## src/rtl/div_sequencer.sv

```systemverilog
// Multi-cycle 32-bit divider sequencer for the EX stage.
// Accepts a signed or unsigned divide request, runs a 32-step restoring
// division (one quotient bit per cycle, MSB first) and presents the
// remainder on wHiData and the quotient on wLoData with a one-cycle done
// pulse. A zero divisor skips the calculation and reports ZERO_Q.
module div_sequencer #(
  parameter logic [31:0] ZERO_Q = 32'hFFFF_FFFF
) (
  input  logic        clk,
  input  logic        rst,
  input  logic        start,
  input  logic        signed_op,
  input  logic [31:0] opa,
  input  logic [31:0] opb,
  input  logic        cancel,
  output logic        busy,
  output logic        done,
  output logic        whi,
  output logic        wlo,
  output logic [31:0] wHiData,
  output logic [31:0] wLoData,
  output logic        div_zero
);

  typedef enum logic [1:0] {
    IDLE = 2'd0,
    CALC = 2'd1,
    DONE = 2'd2
  } state_t;

  // Magnitude of a 32-bit operand; only negated when the operation is signed.
  // 32'h8000_0000 maps onto itself, which is the correct unsigned magnitude.
  function automatic logic [31:0] abs32(input logic [31:0] v, input logic is_signed);
    if (is_signed && v[31]) begin
      abs32 = 32'd0 - v;
    end else begin
      abs32 = v;
    end
  endfunction

  // Two's complement negation applied only when requested.
  function automatic logic [31:0] cond_neg32(input logic [31:0] v, input logic neg);
    if (neg) begin
      cond_neg32 = 32'd0 - v;
    end else begin
      cond_neg32 = v;
    end
  endfunction

  state_t      state_r;
  state_t      state_next_s;
  logic [4:0]  cnt_r;
  logic [31:0] rem_r;
  logic [31:0] quo_r;
  logic [31:0] dvs_r;
  logic        neg_q_r;
  logic        neg_r_r;
  logic [31:0] whi_data_r;
  logic [31:0] wlo_data_r;
  logic        div_zero_r;

  logic        accept_s;
  logic        opb_zero_s;
  logic        last_step_s;
  logic        step_s;
  logic [32:0] rem_shift_s;
  logic [32:0] diff_s;
  logic        q_bit_s;
  logic [31:0] rem_next_s;
  logic [31:0] quo_next_s;
  logic        busy_s;
  logic        done_s;

  // Request qualification and one restoring-division step.
  always_comb begin
    accept_s    = (state_r == IDLE) && start && !cancel;
    opb_zero_s  = (opb == 32'd0);
    step_s      = (state_r == CALC) && !cancel;
    last_step_s = (cnt_r == 5'd31);
    // Bring down the next dividend bit (held in the quotient register MSB).
    rem_shift_s = {rem_r, quo_r[31]};
    diff_s      = rem_shift_s - {1'b0, dvs_r};
    q_bit_s     = ~diff_s[32];
    if (q_bit_s) begin
      rem_next_s = diff_s[31:0];
    end else begin
      rem_next_s = rem_shift_s[31:0];
    end
    quo_next_s  = {quo_r[30:0], q_bit_s};
  end

  // State register.
  always_ff @(posedge clk) begin
    if (rst) begin
      state_r <= IDLE;
    end else begin
      state_r <= state_next_s;
    end
  end

  // Next-state logic: cancel always returns to IDLE; start only matters in IDLE.
  always_comb begin
    state_next_s = state_r;
    case (state_r)
      IDLE: begin
        if (accept_s) begin
          if (opb_zero_s) begin
            state_next_s = DONE;
          end else begin
            state_next_s = CALC;
          end
        end else begin
          state_next_s = IDLE;
        end
      end
      CALC: begin
        if (cancel) begin
          state_next_s = IDLE;
        end else if (last_step_s) begin
          state_next_s = DONE;
        end else begin
          state_next_s = CALC;
        end
      end
      DONE: begin
        state_next_s = IDLE;
      end
      default: begin
        state_next_s = IDLE;
      end
    endcase
  end

  // Output decode: busy follows the state register, done is masked by cancel.
  always_comb begin
    busy_s = (state_r != IDLE);
    if (state_r == DONE) begin
      done_s = !cancel;
    end else begin
      done_s = 1'b0;
    end
  end

  assign busy     = busy_s;
  assign done     = done_s;
  assign whi      = done_s;
  assign wlo      = done_s;
  assign wHiData  = whi_data_r;
  assign wLoData  = wlo_data_r;
  assign div_zero = div_zero_r;

  // Datapath: operand capture, iteration, and result registers that hold
  // the last completed result until the next completion.
  always_ff @(posedge clk) begin
    if (rst) begin
      cnt_r      <= 5'd0;
      rem_r      <= 32'd0;
      quo_r      <= 32'd0;
      dvs_r      <= 32'd0;
      neg_q_r    <= 1'b0;
      neg_r_r    <= 1'b0;
      whi_data_r <= 32'd0;
      wlo_data_r <= 32'd0;
      div_zero_r <= 1'b0;
    end else if (accept_s) begin
      cnt_r   <= 5'd0;
      rem_r   <= 32'd0;
      quo_r   <= abs32(opa, signed_op);
      dvs_r   <= abs32(opb, signed_op);
      neg_q_r <= signed_op && (opa[31] ^ opb[31]);
      neg_r_r <= signed_op && opa[31];
      if (opb_zero_s) begin
        whi_data_r <= opa;
        wlo_data_r <= ZERO_Q;
        div_zero_r <= 1'b1;
      end
    end else if (step_s) begin
      cnt_r <= cnt_r + 5'd1;
      rem_r <= rem_next_s;
      quo_r <= quo_next_s;
      if (last_step_s) begin
        whi_data_r <= cond_neg32(rem_next_s, neg_r_r);
        wlo_data_r <= cond_neg32(quo_next_s, neg_q_r);
        div_zero_r <= 1'b0;
      end
    end else if (state_r != CALC) begin
      cnt_r <= 5'd0;
    end
  end

endmodule

```

## config.mk

```make
export PLATFORM = sky130hd
export DESIGN_NAME = div_sequencer
export DESIGN_NICKNAME = d
export VERILOG_FILES = /design/src/rtl/div_sequencer.sv
export SDC_FILE = /design/constraint.sdc
export NUM_CORES = 1
export LEC_CHECK = 0
export CORE_MARGIN = 4
export CORE_UTILIZATION = 50
export CTS_CLUSTER_DIAMETER = 150
export DETAILED_ROUTE_END_ITERATION = 10
export PLACE_DENSITY = 0.77
export SYNTH_ARGS = -nofsm -noshare
export SYNTH_HDL_FRONTEND = slang
export SYNTH_SLANG_ARGS = --single-unit
```

## constraint.sdc

```tcl
create_clock -name clk -period 13.6 [get_ports clk]
set_input_delay 1.36 -clock clk [delete_from_list [all_inputs] [get_ports clk]]
set_output_delay 1.36 -clock clk [all_outputs]
set_load 0.05 [all_outputs]
```

# == Yosys cells after proc, flatten, opt, wreduce, memory -nomap -nowiden ==
# Index checks and enable logic that the tools add are counted.
# W data, S select, Z words.
# totals
reg_bits,170
latchBits,0
ram_bits,0
rom_bits,0
in_bits,69
out_inout_bits,69
wordCells,65
mem_count,0
# classes
addsub,6
mul,0
n_div,0
magnitude_cmp,0
eq_ne,5
shifts,0
n_mux,27
bitwise_logic,2
reduce_logical,15
# ops
cell,n
$mux W32,15
$sub A1 B32 Y32 const A,4
$sub A33 B32 Y33,1
$logic_not A32 Y1,1
$mux W5,2
$mux W2,4
$reduce_bool A2 Y1,4
$logic_and A1 B1 Y1,6
$add A5 B1 Y5 const B,1
$eq A5 B5 Y1 const B,1
$mux W1,5
$ne A2 B1 Y1 const B,2
$pmux W2 S2,1
$reduce_and A3 Y1,1
$eq A2 B1 Y1 const B,1
$eq A2 B2 Y1 const B,1
$logic_not A2 Y1,1
$reduce_or A2 Y1,1
$logic_not A1 Y1,1
$not A1 Y1,1
$xor A1 B1 Y1,1

# == Logic depth before layout (Yosys ltp) ==
# Gate-level depths: netlist of run 1.
# depth
ltp_word,7
depth_mapped,25

# == Least setup slack after synthesis of run 1 ==
# OpenSTA, ideal clock, no wires.
# synth_path
path_type,register to register
from,reg quo_r[31]
to,"reg whi_data_r[10], in the netlist wHiData[10]"
setup_ns,0.091
arrival_ns,4.927
required_ns,13.509
setup_slack_ns,8.582
stages_incl_launch_ff,25
n_path_buf,3
synth_period_minus_slack_ns,5.018
path_cell_list,dfxtp_1 inv_1 ha_1 fa_1 nand2b_1 a21oi_4 o211ai_2 nand2_1 a31oi_4 xnor2_4 inv_2 buf_2 buf_2 buf_1 nor2_1 a21oi_1 ha_1 inv_1 a31oi_1 nand2_1 mux4_2 o31ai_1 xor2_1 nand2_1 a311oi_1
# synth_between
elab_chain_len,7
# synth_rtl
element,line,source
start: declaration,54,logic [31:0] quo_r;
start signal: assignment,168,"quo_r <= abs32(opa, signed_op);"
start signal: assignment,180,quo_r <= quo_next_s;
$sub A33 B32 Y33,82,"diff_s = rem_shift_s - {1'b0, dvs_r};"
$mux W32 (*),84,if (q_bit_s) begin
$sub A1 B32 Y32,44,cond_neg32 = 32'd0 - v;
$mux W32 (*),43,if (neg) begin
$mux W32 (*),181,if (last_step_s) begin
$mux W32 (*),177,end else if (step_s) begin
$mux W32 (*),165,end else if (accept_s) begin
end signal: assignment,173,whi_data_r <= opa;
end signal: assignment,182,"whi_data_r <= cond_neg32(rem_next_s, neg_r_r);"
end: declaration,58,logic [31:0] whi_data_r;
# Every way passes the cells marked *; elsewhere a longest branch is shown, timed or not. The select of a mux whose other input is x is not followed.
# A chain may end at the register's enable or synchronous reset.

# == Worst setup path after layout of run 1 ==
# Ends and elaborated chain as after synthesis.

==> results of run 1 <==
-- worst max-delay path: cells and delay by family (launching register included) --
kind,cells,cell delay [ns]
and+or+nand+nor,4,0.55
DFF,1,0.39
muxes,1,0.53
AOI/OAI and AO/OA,7,1.94
xor gates and xnor gates,2,0.36
buffers and inverters,4,0.89
adders and majority gates,3,0.85
-- power by group through the flow --
stage	combinational (mW)	clock, mW	sequential (mW)
2_1_floorplan	0.344	0	0.538
3_3_place_gp	0.445	0	0.545
3_5_place_dp	0.452	0	0.546
4_1_cts	0.454	0.491	0.534
5_1_grt	0.507	0.515	0.537
6_report	0.461	0.487	0.535
-- flip-flops by register name (all words and copies together) (netlist names) --
register  cells
dvs_r        32
neg_q_r       1
neg_r_r       1
cnt_r         5
wLoData      32
quo_r        32
div_zero      1
rem_r        32
state_r       2
wHiData      32
-- per-layer routing --
| layer | vias up | part of all wire | wire length [um] | track usage |
|---|---|---|---|---|
| met5 | - | 0 | 0 | 0 |
| met4 | 0 | 0.017 | 570 | 0.0656 |
| met3 | 43 | 0.077 | 2580 | 0.0326 |
| met2 | 452 | 0.46 | 15300 | 0.404 |
| met1 | 5420 | 0.45 | 15100 | 0.336 |
| li1 | 5904 | - | - | - |
-- per-stage QoR --
step	worst slack [ns]	utilization
after floorplan	8.58	-
after global placement	7.71	0.570
after detailed placement	7.58	0.570
after CTS	8.01	0.595
after global routing	7.53	0.595
final	7.97	0.595
-- cell type report --
cell class	count	share of cell area
Clock buffer	18	0.0313
Inverter	56	0.0150
Clock inverter	14	0.0107
Timing Repair Buffer	147	0.103
Multi-Input combinational cell	1271	0.570
Sequential cell	170	0.242
Tap cell	319	0.0284
-- worst min-delay path by stage --
stage                 to  slack, ns  startpoint
3_3_place_gp   dvs_r[31]       0.45   dvs_r[31]
2_1_floorplan  dvs_r[31]       0.43   dvs_r[31]
5_1_grt        dvs_r[31]       0.47   dvs_r[31]
4_1_cts        dvs_r[31]       0.46   dvs_r[31]
3_5_place_dp   dvs_r[31]       0.45   dvs_r[31]
6_report       dvs_r[31]       0.45   dvs_r[31]
-- logic make-up after synthesis --
| family | count (synthesis) | share of synthesized area |
|---|---|---|
| and+or+nand+nor | 620 | 0.234 |
| AOI/OAI and AO/OA | 439 | 0.254 |
| DFF | 170 | 0.283 |
| buffers and inverters | 162 | 0.0543 |
| xor gates and xnor gates | 136 | 0.100 |
| adders and majority gates | 39 | 0.0411 |
| muxes | 37 | 0.0332 |
-- cells in the final DEF, fill, tap and decap left out, drive strengths merged, types with 7 or more instances in the layout --
cell type      Yosys  layout
o21a               9       9
and2              13      13
nor4              20      20
a21oi             93      93
nor3              44      44
clkdlybuf4s50      0     136
a21o               9       9
mux2i             31      31
nand4             10      10
o31ai             21      21
buf               27      11
o22ai              8       8
o211ai            10      10
nand2            196     196
or2                7       7
xor2              74      74
nor2             231     231
nand3             17      17
a211oi            95      95
or4               10      10
a311oi            37      37
dfxtp            170     170
nand2b             9       9
a31oi             18      18
a21boi             9       9
o21ai             74      74
ha                38      38
o41ai             12      12
inv               56      65
or3               25      25
clkbuf            79      18
xnor2             62      62
a221oi            10      10
==> flow_summary.toml, run 1 <==
[floorplan]
die_w_um = 163
die_h_um = 163
core_area_um2 = 23600
start_util = 0.510
dieArea_um2 = 26600
row_count = 56
ios = 138

[global_route]
track_usage = 0.244
grt_pass1_wl_mm = 53.6
grt_max_degree = 92
antenna_found_initial = 0
grt_pass1_vias = 10700
grt_overflow = 0

[synth]
synth_most_common_cell = "nor2_1"
synth.area.top_cells = "dfxtp_1, nor2_1, nand2_1, a211oi_1, xor2_1"
yosys_register_bits = 170
synth_top_area_frac = 0.283
yosysUniqueCellTypes = 86
synthTopCellsByCount = "nor2_1, nand2_1, dfxtp_1, a211oi_1, a21oi_1"
async_flop_share = 0
synth.largest_area_cell = "dfxtp_1"
synth-edff-count = 0
synth_nets = 1711
yosys_warnings = 0
ys.flop_type = "dfxtp_1"
ys_seq_area_frac = 0.283
avgSynthCellArea_um2 = 7.51
syn_inst = 1603
syn_area_um2 = 12000

[cts]
cts.sinks = 170
path_clk_slew_ns = 0.07
cts_tree = "built"
htree_levels = 4
clockBufferDepth = 2
cts_root_buf = "clkbuf_16"
insertion_delay_ns = 0.44
cts_setup_buffers = 0
ctsResizeCount = 0
numCtsBuffers = 17
ctsHoldBuffers = 0

[power]
leakage_nw = 4.97
pwr-share-seq = 0.361
p_sw_frac = 0.364
total_power_mw = 1.48
clkPwrFrac = 0.329
p_int_mw = 0.943
power.switching_mw = 0.539
p_per_area_nw_per_um2 = 106
comb_power_share = 0.311
peakVddDrop_uv = 93.1

[outcome]
status = "finished clean"

[timing]
fmax_mhz = 178
relSlewSlack = 0.340
period_share = 0.414
finalSetupViolations = 0
slew_violations = 0
period_needed_ns = 5.63
worstMarginPinSlew_ns = 0.991
skew_ns = 0.0125
rsz0062_at_grt = "no"
whs_ns = 0.454
hold_viol_final = 0
finalSetupTns_ns = 0

[layout]
regArea_um2 = 3400
drive_above_1_share = 0.0477
insertedDiodeCount = 0
multi_input_comb_area_um2 = 8000
fillers = 2205
syn_to_final_growth_pct = 16.6
nNetsFinal = 1771
final_cells = 1995
fin_area_um2 = 14000

[placed_design]
dpl.cell_count = 1963
placed_area_um2 = 13500
hpwl_mm = 25.0
port-buffer-count = 137
gp_congestion = 0.922

[critical_path]
arrival_ns = 5.97
required_ns = 13.94
cp_max_fo = 45
crit_type = "reg2reg"
r2r_cells = 21
ff2ff_setup_slack_ns = 7.97
critPathSlowestCell = "inv_2"
regToRegEndpoint = "wHiData[10]"
worstReg2RegStart = "quo_r[31]"
critPathLaunchType = "flop"
endpoint_kind = "flop"
crit_start = "quo_r[31]"
crit_chain = "inv_1 > ha_1 > fa_1 > nand2b_1 > a21oi_4 > o211ai_2 > nand2_1 > a31oi_4 > xnor2_4 > inv_2 > o21ai_0 > inv_1 > ha_1 > inv_1 > a31oi_1 > nand2_1 > mux4_2 > o31ai_1 > xor2_1 > nand2_1 > a311oi_1"
cp_slowest_stage_delay_ns = 0.62
crit_end = "wHiData[10]"

[routing]
antenna_left = 0
routedWlPerCell_um = 16.8
totalWireLength_mm = 33.5
drt_iter0_markers = 792
drtPass1Iterations = 7
via_per_inst = 5.92
vias = 11800
drc = 0

[job]
max_cap_violations = 0

[hold_path]
hp-class = "reg2reg"
min_path_cells = 2
Power figures use the tool's default switching activity.
==> inputs of run 2 (changes only) <==
--- a/config.mk
+++ b/config.mk
@@ -9,7 +9,7 @@
 export CORE_UTILIZATION = 50
 export CTS_CLUSTER_DIAMETER = 150
 export DETAILED_ROUTE_END_ITERATION = 10
-export PLACE_DENSITY = 0.77
+export PLACE_DENSITY = 0.8
 export SYNTH_ARGS = -nofsm -noshare
 export SYNTH_HDL_FRONTEND = slang
 export SYNTH_SLANG_ARGS = --single-unit
==> constraint.sdc (replaced) <==
create_clock -name clk -period 5.14 [get_ports clk]
set_input_delay 0.514 -clock clk [delete_from_list [all_inputs] [get_ports clk]]
set_output_delay 0.514 -clock clk [all_outputs]
set_load 0.05 [all_outputs]
==> run 2 against run 1 <==
Against the previous run: register-to-register slack got worse by 7.7 ns; largest power group unchanged; global-route usage grew 0.40 points; combinational power rose to 2.7 times the previous value; clock skew rose by 0.0042 ns; final cell count is 0.45% higher; routed wire length grew 1.8%; largest cell class unchanged; first-iteration DRC count increased by 31%.
==> flow_summary.toml, run 2 (synthesis gave the netlist of run 1 again) <==
[outcome]
status = "finished clean"

[routing]
vias = 12000
drtPass1Iterations = 7
drt_iter0_markers = 1036
routedWlPerCell_um = 17.0
via_per_inst = 5.97
antenna_left = 0
totalWireLength_mm = 34.1
drc = 0

[layout]
insertedDiodeCount = 0
drive_above_1_share = 0.0546
final_common_cell = "nor2_1"
syn_to_final_growth_pct = 17.3
mostFrequentLayoutCells = "nor2_1, nand2_1, dfxtp_1, clkdlybuf4s50_1, a211oi_1"
fillers = 2134
nNetsFinal = 1780

[global_route]
grt_pass1_vias = 10800
track_usage = 0.248
grt_pass1_wl_mm = 54.6
grt_overflow = 0
antenna_found_initial = 0
grt_max_degree = 97

[hold_path]
min-delay-start = "dvs_r[31]"
hp-class = "reg2reg"
hold_end = "dvs_r[31]"
min_path_cells = 2

[critical_path]
required_ns = 5.48
endpoint_kind = "flop"
crit_type = "reg2reg"
critPathLaunchType = "flop"
ff2ff_setup_slack_ns = 0.28
arrival_ns = 5.20
worstReg2RegStart = "quo_r[31]"
regToRegEndpoint = "wHiData[10]"
r2r_cells = 22
cp_max_fo = 8

[power]
p_per_area_nw_per_um2 = 280
leakage_nw = 5.00
peakVddDrop_uv = 190

[floorplan]
core_area_um2 = 23600
start_util = 0.510
die_h_um = 163
dieArea_um2 = 26600
row_count = 56
die_w_um = 163
ios = 138

[timing]
worstMarginPinSlew_ns = 1.01
finalSetupTns_ns = 0
slew_violations = 0
finalSetupViolations = 0
fin_ws_ns = 0.279
relSlewSlack = 0.327
skew_ns = 0.0168
period_needed_ns = 4.86
hold_viol_final = 0
fmax_mhz = 206
period_share = 0.946

[placed_design]
gp_congestion = 0.909
hpwl_mm = 25.4
port-buffer-count = 137
dpl_worst_slack_ns = 0.239

[cts]
path_clk_slew_ns = 0.07
cts_tree = "built"
htree_levels = 4
cts.sinks = 170
cts_root_buf = "clkbuf_16"
numCtsBuffers = 17
insertion_delay_ns = 0.44
clockBufferDepth = 2

[job]
max_cap_violations = 0
-- run 2: cell count changes in the layout (fill, tap and decap cells not counted), sizes merged --
cell / before / now
bufinv: 0 / 1
buf: 11 / 20
clkinv: 5 / 2
clkinvlp: 0 / 4
inv: 65 / 64
clkbuf: 18 / 17
-- run 2: routing by layer --
layer / track usage / wire [um] / up-vias
li1: - / - / 5919
met4: 0.0614 / 527 / 0
met1: 0.345 / 15200 / 5492
met3: 0.0333 / 2660 / 48
met5: 0 / 0 / -
met2: 0.409 / 15700 / 508
-- run 2: worst max-delay path by stage --
| stage | slack [ns] | start | endpoint |
|---|---|---|---|
| finish | 0.28 | quo_r[31] | wHiData[10] |
| global route | -0.02 | quo_r[31] | wHiData[10] |
| CTS | 0.16 | quo_r[31] | wHiData[10] |
| detailed placement | 0.24 | quo_r[31] | wHiData[10] |
| global placement | 0.56 | quo_r[31] | wHiData[10] |
| floorplan | 0.12 | quo_r[31] | wHiData[10] |
-- run 2: repair_timing --
action,CTS,global route
setup endpoints to repair,0,7
hold buffers,0,0
gates resized for setup,0,3
setup buffers,0,3
-- run 2: through the flow --
step / power [mW] / hold slack [ns] / cell area, um^2 / std cells / utilization
2_1_floorplan: 2.33 / 0.432 / 12000 / 1603 / -
3_3_place_gp: 2.62 / 0.451 / 13500 / 1969 / 0.572
3_5_place_dp: 2.65 / 0.453 / 13500 / 1969 / 0.572
4_1_cts: 3.93 / 0.461 / 14100 / 2001 / 0.596
5_1_grt: 4.13 / 0.503 / 14100 / 2004 / 0.598
6_report: 3.95 / 0.458 / 14100 / 2004 / 0.598
-- run 2: cell type report --
cell class / count / area [um^2] / area share
inverters: 56 / 210 / 0.0149
clock inverters: 15 / 156 / 0.0111
repair buffers: 156 / 1510 / 0.107
clock buffers: 17 / 425 / 0.0301
flip-flops and latches: 170 / 3400 / 0.241
multi-input cells: 1271 / 8020 / 0.568
well taps: 319 / 399 / 0.0283
-- run 2: report_power, final --
part | switching (mW) | internal (mW)
registers | 0.0533 | 1.36
clock network | 0.606 | 0.686
logic | 0.762 | 0.483
total | 1.42 | 2.53
-- run 2: critical path, stage by stage, from the launching register on --
cell and delay [ns]:
dfxtp_1 0.41, inv_1 0.07, ha_1 0.22, fa_1 0.43
nand2b_1 0.24, a21oi_4 0.27, o211ai_2 0.16, nand2_1 0.15
a31oi_4 0.20, xnor2_4 0.20, inv_2 0.10, nand2_1 0.08
o21ai_0 0.12, inv_1 0.09, ha_1 0.21, inv_1 0.09
a31oi_2 0.26, nand2_1 0.09, mux4_2 0.52, o31ai_2 0.31
xor2_1 0.19, nand2_1 0.07, a311oi_1 0.27
==> inputs of run 3 (changes only) <==
--- a/config.mk
+++ b/config.mk
@@ -5,11 +5,12 @@
 export SDC_FILE = /design/constraint.sdc
 export NUM_CORES = 1
 export LEC_CHECK = 0
+export ABC_AREA = 1
 export CORE_MARGIN = 4
-export CORE_UTILIZATION = 50
+export CORE_UTILIZATION = 37
 export CTS_CLUSTER_DIAMETER = 150
 export DETAILED_ROUTE_END_ITERATION = 10
-export PLACE_DENSITY = 0.8
+export PLACE_DENSITY = 0.61
 export SYNTH_ARGS = -nofsm -noshare
 export SYNTH_HDL_FRONTEND = slang
 export SYNTH_SLANG_ARGS = --single-unit
==> constraint.sdc (replaced) <==
create_clock -name clk -period 5.9 [get_ports clk]
set_input_delay 0.59 -clock clk [delete_from_list [all_inputs] [get_ports clk]]
set_output_delay 0.59 -clock clk [all_outputs]
set_load 0.05 [all_outputs]
==> run 3 against run 2 <==
Against the previous run: count of clock-buffer cells in the layout unchanged; combinational power up 13%; critical path depth up 6; flip-flop and latch count unchanged; register-to-register slack better by 0.94 ns; first-iteration DRC count up 42%; utilization down 16 points; non-clock buffer count down 5; maximum frequency up 3.8%; worst hold slack better by 0.010 ns; clock power down 8%; synthesized cell count up 32%; highest routed layer unchanged.
==> flow_summary.toml, run 3 <==
[routing]
top_layer_used = "met4"
drtPass1Iterations = 5
vias = 14200
drc = 0
routedWlPerCell_um = 18.1
via_per_inst = 5.32
wl_met1_mm = 22.8
routed-wl-met3_mm = 3.11
wl_met2_mm = 21.5
antenna_left = 0
totalWireLength_mm = 48.5
drt_iter0_markers = 1473

[global_route]
track_usage = 0.249
grt_overflow = 0
grt_max_degree = 88
antenna_found_initial = 0
grt_pass1_vias = 13000
grt_pass1_wl_mm = 74.9

[layout]
drive_above_1_share = 0.0617
syn_to_final_growth_pct = 17.5
final_cells = 2675
final_core_util = 0.441
mostFrequentLayoutCells = "nand2_1, inv_1, nor2_1, dfxtp_1, a21oi_1"
fillers = 3672
nNetsFinal = 2315
final_common_cell = "nand2_1"
insertedDiodeCount = 0

[timing]
period_needed_ns = 4.68
relSlewSlack = 0.392
whs_ns = 0.469
slew_violations = 0
rsz0062_at_grt = "no"
skew_ns = 0.0130
finalSetupTns_ns = 0
worstMarginPinSlew_ns = 0.912
hold_viol_final = 0
finalSetupViolations = 0
fmax_mhz = 214
fin_ws_ns = 1.22
period_share = 0.793

[critical_path]
critPathSlowestCell = "fa_1"
cp_max_fo = 37
path_delay_family = "simple AND/OR/NAND/NOR gates"
required_ns = 6.28
arrival_ns = 5.07
path_buf_inv = 3
critPathMostFrequentCell = "nand2_1"
critPathLaunchType = "flop"
cp_slowest_stage_delay_ns = 0.41
crit_type = "reg2reg"
endpoint_kind = "flop"

[floorplan]
die_h_um = 195
dieArea_um2 = 38000
start_util = 0.375
core_area_um2 = 34500
row_count = 68
die_w_um = 195
ios = 138

[synth]
syn_area_um2 = 12900
syn_inst = 2123
yosys_warnings = 0
synth_most_common_cell = "nand2_1"
ys_seq_area_frac = 0.263
yosys_register_bits = 170
synth_top_area_frac = 0.263
synth-edff-count = 0
async_flop_share = 0
avgSynthCellArea_um2 = 6.09
yosysUniqueCellTypes = 58
ys.flop_type = "dfxtp_1"
synth.largest_area_cell = "dfxtp_1"
synthTopCellsByCount = "nand2_1, inv_1, nor2_1, dfxtp_1, a21oi_1"
synth.area.top_cells = "dfxtp_1, nand2_1, inv_1, a21oi_1, o21ai_0"
synth_nets = 2231

[cts]
ctsResizeCount = 0
path_clk_slew_ns = 0.08
insertion_delay_ns = 0.46
cts_setup_buffers = 0
cts_tree = "built"
numCtsBuffers = 17
cts_root_buf = "clkbuf_16"
ctsHoldBuffers = 0
cts.sinks = 170
clockBufferDepth = 2
htree_levels = 4

[placed_design]
port-buffer-count = 137
dpl.cell_count = 2643
gp_congestion = 0.951
hpwl_mm = 37.3
dpl_worst_slack_ns = 1.29

[hold_path]
hp-class = "reg2reg"

[job]
max_cap_violations = 0

[power]
p_per_area_nw_per_um2 = 251
leakage_nw = 7.24
peakVddDrop_uv = 223

[outcome]
status = "finished clean"
## run 3: cell count changes after synthesis, moves of 31 or more
cell | previous run | this run
nand2_1 | 196 | 491
nand3_1 | 17 | 122
xor2_1 | 74 | 30
inv_1 | 55 | 332
nand2_2 | 0 | 33
a311oi_1 | 37 | 0
mux2i_1 | 31 | 0
xnor2_1 | 61 | 23
o21ai_0 | 68 | 159
a211oi_1 | 93 | 4
a21oi_1 | 91 | 161
## run 3: worst min-delay path, cell delays in order, from the launching register on
cell and delay (ns):
dfxtp_1 0.31, nand2_1 0.06, a21oi_1 0.05
## run 3: stage by stage
stage	power (mW)	area (um^2)
global placement	2.63	14600
global route	4.05	15200
CTS	3.82	15200
detailed placement	2.64	14600
floorplan	2.24	12900
finish	3.82	15200
## run 3: final cells by class
class                   count  area (um^2)  share of cell area
flip-flops and latches    170         3400               0.224
repair buffers            151         1470              0.0969
clock inverters            15          179              0.0118
well taps                 455          569              0.0375
clock buffers              17          425              0.0280
multi-input cells        1528         7860               0.518
inverters                 339         1270              0.0838
## run 3: metal layers
| layer | GRT usage | vias to the layer above |
|---|---|---|
| met5 | 0 | - |
| met4 | 0.0603 | 0 |
| met3 | 0.0388 | 62 |
| met2 | 0.390 | 518 |
| met1 | 0.361 | 6575 |
| li1 | - | 7067 |
## run 3: where the power goes
group / internal, mW / switching, mW / leakage [nW] / total, mW
Clock: 0.608 / 0.577 / 0.294 / 1.19
Combinational: 0.428 / 0.970 / 5.57 / 1.40
Sequential: 1.19 / 0.0444 / 1.38 / 1.23
## run 3: kinds of logic (layout without fill, tap and decap cells)
kind of cell,count (synthesis),after routing,share of synthesized area
XOR/XNOR,53,53,0.0359
AO/OA/AOI/OAI,459,459,0.205
buffers and inverters,425,522,0.129
flip-flops,170,170,0.263
AND/OR/NAND/NOR,977,977,0.328
adder cells (fa/ha/maj),39,39,0.0384
## run 3: final timing paths
check | startpoint | endpoint | slack [ns] | cells after the start
worst min register to register | wHiData[28] | wHiData[28] | 0.47 | 2
worst max-delay path | quo_r[31] | wLoData[30] | 1.22 | 28
worst min-delay path | wHiData[28] | wHiData[28] | 0.47 | 2
worst max register to register | quo_r[31] | wLoData[30] | 1.22 | 28
